File: src/rtl/cpu_boot_sequencer.sv
// cpu_boot_sequencer
//   Runs one nibble-CPU session from a host nibble stream: CPU reset pulse,
//   LOADPROG / LOADDATA / SETRUNPT bursts taken back to back from the host,
//   then a RUNPROG window whose CPU output is sampled every cycle.
//
// Ports
//   clock, reset     rising-edge clock, synchronous active-high reset
//   start, abort     session control (start only honoured in IDLE)
//   run_cycles       RUN length, latched at start; 0 = run until abort
//   in_valid/in_data host nibble stream; in_ready = nibble consumed
//   cpu_out          CPU io_out, sampled during RUN
//   cpu_data/cpu_instr/cpu_reset  registered drive of the CPU interface
//   out_valid/out_data            registered run-cycle samples
//   busy, done, err, phase        status (phase = state code)
module cpu_boot_sequencer #(
   parameter int PROG_LEN  = 16,
   parameter int DATA_LEN  = 16,
   parameter int RUNPT_LEN = 2
) (
   input  logic       clock,
   input  logic       reset,
   input  logic       start,
   input  logic       abort,
   input  logic [7:0] run_cycles,
   input  logic       in_valid,
   input  logic [3:0] in_data,
   output logic       in_ready,
   input  logic [7:0] cpu_out,
   output logic [3:0] cpu_data,
   output logic [1:0] cpu_instr,
   output logic       cpu_reset,
   output logic       out_valid,
   output logic [7:0] out_data,
   output logic       busy,
   output logic       done,
   output logic       err,
   output logic [2:0] phase
);

   typedef enum logic [2:0] {
      S_IDLE  = 3'd0,
      S_CRST  = 3'd1,
      S_PROG  = 3'd2,
      S_DATA  = 3'd3,
      S_RUNPT = 3'd4,
      S_RUN   = 3'd5,
      S_ERR   = 3'd6
   } state_t;

   localparam logic [1:0] I_RUNPROG = 2'd3;

   state_t     state_q, state_d;
   logic [7:0] cnt_q, cnt_d;          // nibbles taken in current load phase
   logic [7:0] run_cnt_q, run_cnt_d;  // RUN cycles elapsed (saturating)
   logic [7:0] run_lim_q, run_lim_d;  // run_cycles latched at start
   logic       cpu_reset_q, cpu_reset_d;
   logic [1:0] cpu_instr_q, cpu_instr_d;
   logic [3:0] cpu_data_q, cpu_data_d;
   logic       out_valid_q, out_valid_d;
   logic [7:0] out_data_q, out_data_d;
   logic       done_q, done_d;
   logic       err_q, err_d;

   // per-load-phase parameters
   logic [7:0] load_len;
   logic [1:0] load_instr;
   state_t     load_next;
   logic       is_load;

   always_comb begin
      load_len   = 8'(PROG_LEN);
      load_instr = 2'd0;
      load_next  = S_DATA;
      is_load    = 1'b0;
      case (state_q)
         S_PROG:  begin load_len = 8'(PROG_LEN);  load_instr = 2'd0; load_next = S_DATA;  is_load = 1'b1; end
         S_DATA:  begin load_len = 8'(DATA_LEN);  load_instr = 2'd1; load_next = S_RUNPT; is_load = 1'b1; end
         S_RUNPT: begin load_len = 8'(RUNPT_LEN); load_instr = 2'd2; load_next = S_RUN;   is_load = 1'b1; end
         default: ;
      endcase
   end

   always_comb begin
      state_d     = state_q;
      cnt_d       = cnt_q;
      run_cnt_d   = run_cnt_q;
      run_lim_d   = run_lim_q;
      cpu_reset_d = 1'b0;
      cpu_instr_d = I_RUNPROG;
      cpu_data_d  = 4'd0;
      out_valid_d = 1'b0;
      out_data_d  = out_data_q;
      done_d      = 1'b0;
      err_d       = err_q;
      in_ready    = 1'b0;

      case (state_q)
         S_IDLE: begin
            if (start && !abort) begin
               state_d   = S_CRST;
               run_lim_d = run_cycles;
               err_d     = 1'b0;
            end
         end
         S_CRST: begin
            cpu_reset_d = 1'b1;
            cnt_d       = 8'd0;
            run_cnt_d   = 8'd0;
            state_d     = S_PROG;
         end
         S_PROG, S_DATA, S_RUNPT: begin
            if (in_valid) begin
               in_ready    = 1'b1;
               cpu_instr_d = load_instr;
               cpu_data_d  = in_data;
               if ({1'b0, cnt_q} + 9'd1 == {1'b0, load_len}) begin
                  cnt_d   = 8'd0;
                  state_d = load_next;
               end else begin
                  cnt_d = cnt_q + 8'd1;
               end
            end else begin
               // underrun: park the CPU in reset and flag it
               state_d     = S_ERR;
               err_d       = 1'b1;
               cpu_reset_d = 1'b1;
            end
         end
         S_RUN: begin
            out_valid_d = 1'b1;
            out_data_d  = cpu_out;
            if (run_cnt_q != 8'hFF) run_cnt_d = run_cnt_q + 8'd1;
            if (run_lim_q != 8'd0 && ({1'b0, run_cnt_q} + 9'd1 == {1'b0, run_lim_q})) begin
               state_d = S_IDLE;
               done_d  = 1'b1;
            end
         end
         S_ERR: begin
            cpu_reset_d = 1'b1;
            state_d     = S_IDLE;
         end
         default: state_d = S_IDLE;
      endcase

      // abort overrides everything decided above (outside IDLE)
      if (abort && state_q != S_IDLE) begin
         state_d     = S_IDLE;
         cpu_reset_d = 1'b1;
         cpu_instr_d = I_RUNPROG;
         cpu_data_d  = 4'd0;
         out_valid_d = 1'b0;
         out_data_d  = out_data_q;
         done_d      = 1'b0;
         err_d       = err_q;
         in_ready    = 1'b0;
         cnt_d       = cnt_q;
         run_cnt_d   = run_cnt_q;
      end
   end

   always_ff @(posedge clock) begin
      if (reset) begin
         state_q     <= S_IDLE;
         cnt_q       <= 8'd0;
         run_cnt_q   <= 8'd0;
         run_lim_q   <= 8'd0;
         cpu_reset_q <= 1'b1;
         cpu_instr_q <= I_RUNPROG;
         cpu_data_q  <= 4'd0;
         out_valid_q <= 1'b0;
         out_data_q  <= 8'd0;
         done_q      <= 1'b0;
         err_q       <= 1'b0;
      end else begin
         state_q     <= state_d;
         cnt_q       <= cnt_d;
         run_cnt_q   <= run_cnt_d;
         run_lim_q   <= run_lim_d;
         cpu_reset_q <= cpu_reset_d;
         cpu_instr_q <= cpu_instr_d;
         cpu_data_q  <= cpu_data_d;
         out_valid_q <= out_valid_d;
         out_data_q  <= out_data_d;
         done_q      <= done_d;
         err_q       <= err_d;
      end
   end

   assign cpu_reset = cpu_reset_q;
   assign cpu_instr = cpu_instr_q;
   assign cpu_data  = cpu_data_q;
   assign out_valid = out_valid_q;
   assign out_data  = out_data_q;
   assign done      = done_q;
   assign err       = err_q;
   assign busy      = (state_q != S_IDLE);
   assign phase     = state_q;

endmodule
File: config.mk
export PLATFORM = sky130hd
export DESIGN_NAME = cpu_boot_sequencer
export DESIGN_NICKNAME = d
export VERILOG_FILES = /design/src/rtl/cpu_boot_sequencer.sv
export SDC_FILE = /design/constraint.sdc
export NUM_CORES = 1
export LEC_CHECK = 0
export BUFFER_PORTS_ARGS = -buffer_cell sky130_fd_sc_hd__buf_2
export CORE_ASPECT_RATIO = 0.75
export CORE_MARGIN = 2
export CORE_UTILIZATION = 45
export DETAILED_ROUTE_END_ITERATION = 12
export MAX_ROUTING_LAYER = met4
export PLACE_DENSITY = 0.65
export SYNTH_ARGS = -nofsm -noshare
export SYNTH_HDL_FRONTEND = slang
export SYNTH_SLANG_ARGS = --single-unit
File: constraint.sdc
create_clock -name clock -period 3.2 [get_ports clock]
set_clock_uncertainty 0.1 [all_clocks]
set_input_delay 0 -clock clock [delete_from_list [all_inputs] [get_ports clock]]
set_output_delay 0 -clock clock [all_outputs]
set_load 0.02 [all_outputs]
==> summary.md <==
| Metric | Value |
|---|---|
| Async SR Flop Fraction | 0% |
| Vias/cell | 5.229 |
| Detailed-routed wire length on met2 | 2.211 mm |
| Simple-Gate Fraction of Synth Area | 29.30% |
| Pin count of the biggest net entering global routing | 37 |
| Ys flop type | dfxtp_1 |
| Vias | 2212 |
| Max cap viols | 0 |
| WL met1 | 2.885 mm |
| 1st-iter DRT viols | 166 |
| Drt total wl | 5.515 mm |
| Maximum fanout along the worst path | 6 |
| Synth cell types | 58 |
| Cell count after synthesis | 290 |
| Ys Warns | 0 |
| Ant. Diodes | 0 |
| Drt drc | 0 |
| DIE AREA | 5860 um2 |
| Drt pass-1 iters | 4 |
| Post-Syn Area | 2366 um2 |
| Clock root buffer | clkbuf_8 |
| Synth Area in Compound Gates | 20.47% |
| Layout Nets | 377 |
| Static Leak | 1.159 nW |
| Status | complete, no violations |
| Mean routed wirelength per cell | 13.04 um |
| Yosys top cell area share | 38.08% |
| Count leader, synth | nand2_1 |
| Power Density | 538.5 nW/um2 |
| Synth top area cells | dfxtp_1 (38%), nand2_1 (8.7%), a21oi_1 (7.4%), o21ai_0 (3.0%), xnor2_1 (2.6%) |
| Row count | 22 |
| Fin. max-slew vios | 0 |
| CTS Buf Count | 5 |
| Period utilization | 75.08% |
| Initial antenna violation count | 0 |
| Highest clock rate | 0.4162 GHz |
| Routed length on met3 | 367 um |
| Max_slew headroom | 56.80% |
| Final hold violation count | 0 |
| Max clock buf depth | 2 |
| Vias in the first global route | 1820 |
| Core box area | 4982 um2 |
| # clock sinks | 45 |
| Post-DRT Antenna Nets | 0 |
| Synthesized-area fraction occupied by adder cells | 1.058% |
| DP HPWL | 3.847 mm |
| WP data required | 3.29 ns |
| Synth top cells by count | nand2_1 (55), dfxtp_1 (45), a21oi_1 (35) |
| Die W | 87.73 um |
| Fin area | 2932 um2 |
| Ports | 48 |
| H-tree levels | 2 |
| RePlAce Congestion | 0.8058 |
| Min cycle time layout | 2.403 ns |
| R2r setup slk | 0.80 ns |
| Post-synth EDFFs | 0 |
| TNS Setup | 0 ns |
| Post-synthesis mux area share | 2.115% |
| Crit path capture type | register |
| Setup-failing EPs final | 0 |
| Synth Register Bits | 45 |
| Critical Path AT | 2.49 ns |
| Placed inst area | 2601 um2 |
| Kind of critical path | reg2reg |
| HP Class | in2reg |
| Design Power | 1.579 mW |
| Top layer in use | met4 |
| Clk slew on worst S/H paths | 0.08 ns |
| Area Overhead vs Synth | 23.90% |
| Synth Net Count | 317 |
| Initial Util | 47.49% |
| Xor/xnor cell area share of the yosys netlist | 4.072% |
| Die Ht | 66.80 um |
| Maximum vdd drop | 0.3346 mV |
| TritonCTS clock tree | yes |
| Core Util, Final | 58.84% |
| Port Buffer Count | 47 |
| Clk_lat worst skew | 0.30 ns |
| GRT Util Overall | 19.36% |
| Worst Setup Start Kind | register |
| Worst Max-Slew Pin Slew | 0.6317 ns |
| Total gr overflow | 0 |
| Post-synthesis sequential area ratio | 38.08% |
| First-pass GRT wire length | 8.652 mm |
| Largest family of logic cells by synthesized area | simple AND/OR/NAND/NOR gates |
| Area leader, netlist | dfxtp_1 |
| Mean Syn Cell Area | 8.159 um2 |
| Share of layout cells above drive strength 1 | 19.37% |
| RSZ-0062 raised after global routing | false |
## kinds of logic (layout without fill, tap and decap cells)
group | after synthesis | in the layout
muxes | 5 | 5
xor gates and xnor gates | 11 | 11
and+or+nand+nor | 131 | 131
buffers and inverters | 22 | 83
DFF | 45 | 45
adders and majority gates | 2 | 2
AOI/OAI and AO/OA | 74 | 74
## state kept, by name (all words and copies together) (netlist names)
name       count
phase          3
out_valid      1
err            1
run_lim_q      8
cpu_data       4
cpu_reset      1
run_cnt_q      8
cnt_q          8
cpu_instr      2
done           1
out_data       8
## final cells by class
type	count	area, um2
clock buffers	6	82.58
well taps	72	90.09
repair buffers	68	445.4
inverters	7	26.28
flip-flops and latches	45	900.9
fillers	467	2051
clock inverters	2	37.54
multi-input cells	223	1349
## worst max-delay path, cell delays in order, from the launching register on
cell,delay (ns)
dfxtp_1,0.44
ha_1,0.29
xor2_1,0.15
a2111oi_0,0.60
o2111a_1,0.33
o221ai_2,0.14
o221a_2,0.25
## through the flow
stage          std cells  setup slack (ns)  hold slack (ns)
2_1_floorplan        290             1.052          0.02171
3_3_place_gp         394            0.8658          0.09941
3_5_place_dp         394            0.8278           0.1036
4_1_cts              423            0.8155          0.06137
5_1_grt              423            0.6858          0.09241
6_report             423            0.7973          0.08098
## metal layers
metal  up-vias  global-route usage, %
li1       1142                      -
met1       991                  28.24
met2        74                  26.61
met5         -                      -
met3         5                  4.461
met4         0                  5.192
## cells in the final DEF (no fill, tap or decap), types with 3 or more instances in the layout
cell type	Yosys	layout
nand2_1	55	55
buf_2	3	47
dfxtp_1	45	45
a21oi_1	35	35
dlygate4sd3_1	0	21
nor2_1	15	15
o21ai_0	14	14
or3_1	9	9
nand3_1	7	7
xnor2_1	7	7
inv_1	6	6
clkbuf_8	0	6
and3_1	5	5
nor3_1	5	5
mux2i_1	5	5
and2_1	5	5
nor2b_1	4	4
a21o_1	4	4
a31oi_1	4	4
xor2_1	4	4
nand4_1	3	3
or4_1	3	3
## power by group
group	total [mW]	internal, mW	leakage (nW)	switching (mW)
Clock	0.447	0.254	0.0574	0.193
Sequential	0.677	0.605	0.364	0.0724
Combinational	0.454	0.200	0.737	0.254
Total	1.58	1.06	1.16	0.520
## what timing repair did
action | CTS | global route
hold buffers | 21 | 0
gates resized for setup | 0 | 0
hold endpoints to repair | 22 | 0
setup buffers | 0 | 0
## path summary, 6_finish.rpt
path,startpoint,endpoint,cells past startpoint
setup / recovery,run_cnt_q[0],phase[2],6
hold / removal,abort,cpu_reset,3
setup reg to reg,run_cnt_q[0],phase[2],6
hold reg to reg,out_data[3],out_data[3],2
Power figures use the tool's default switching activity.
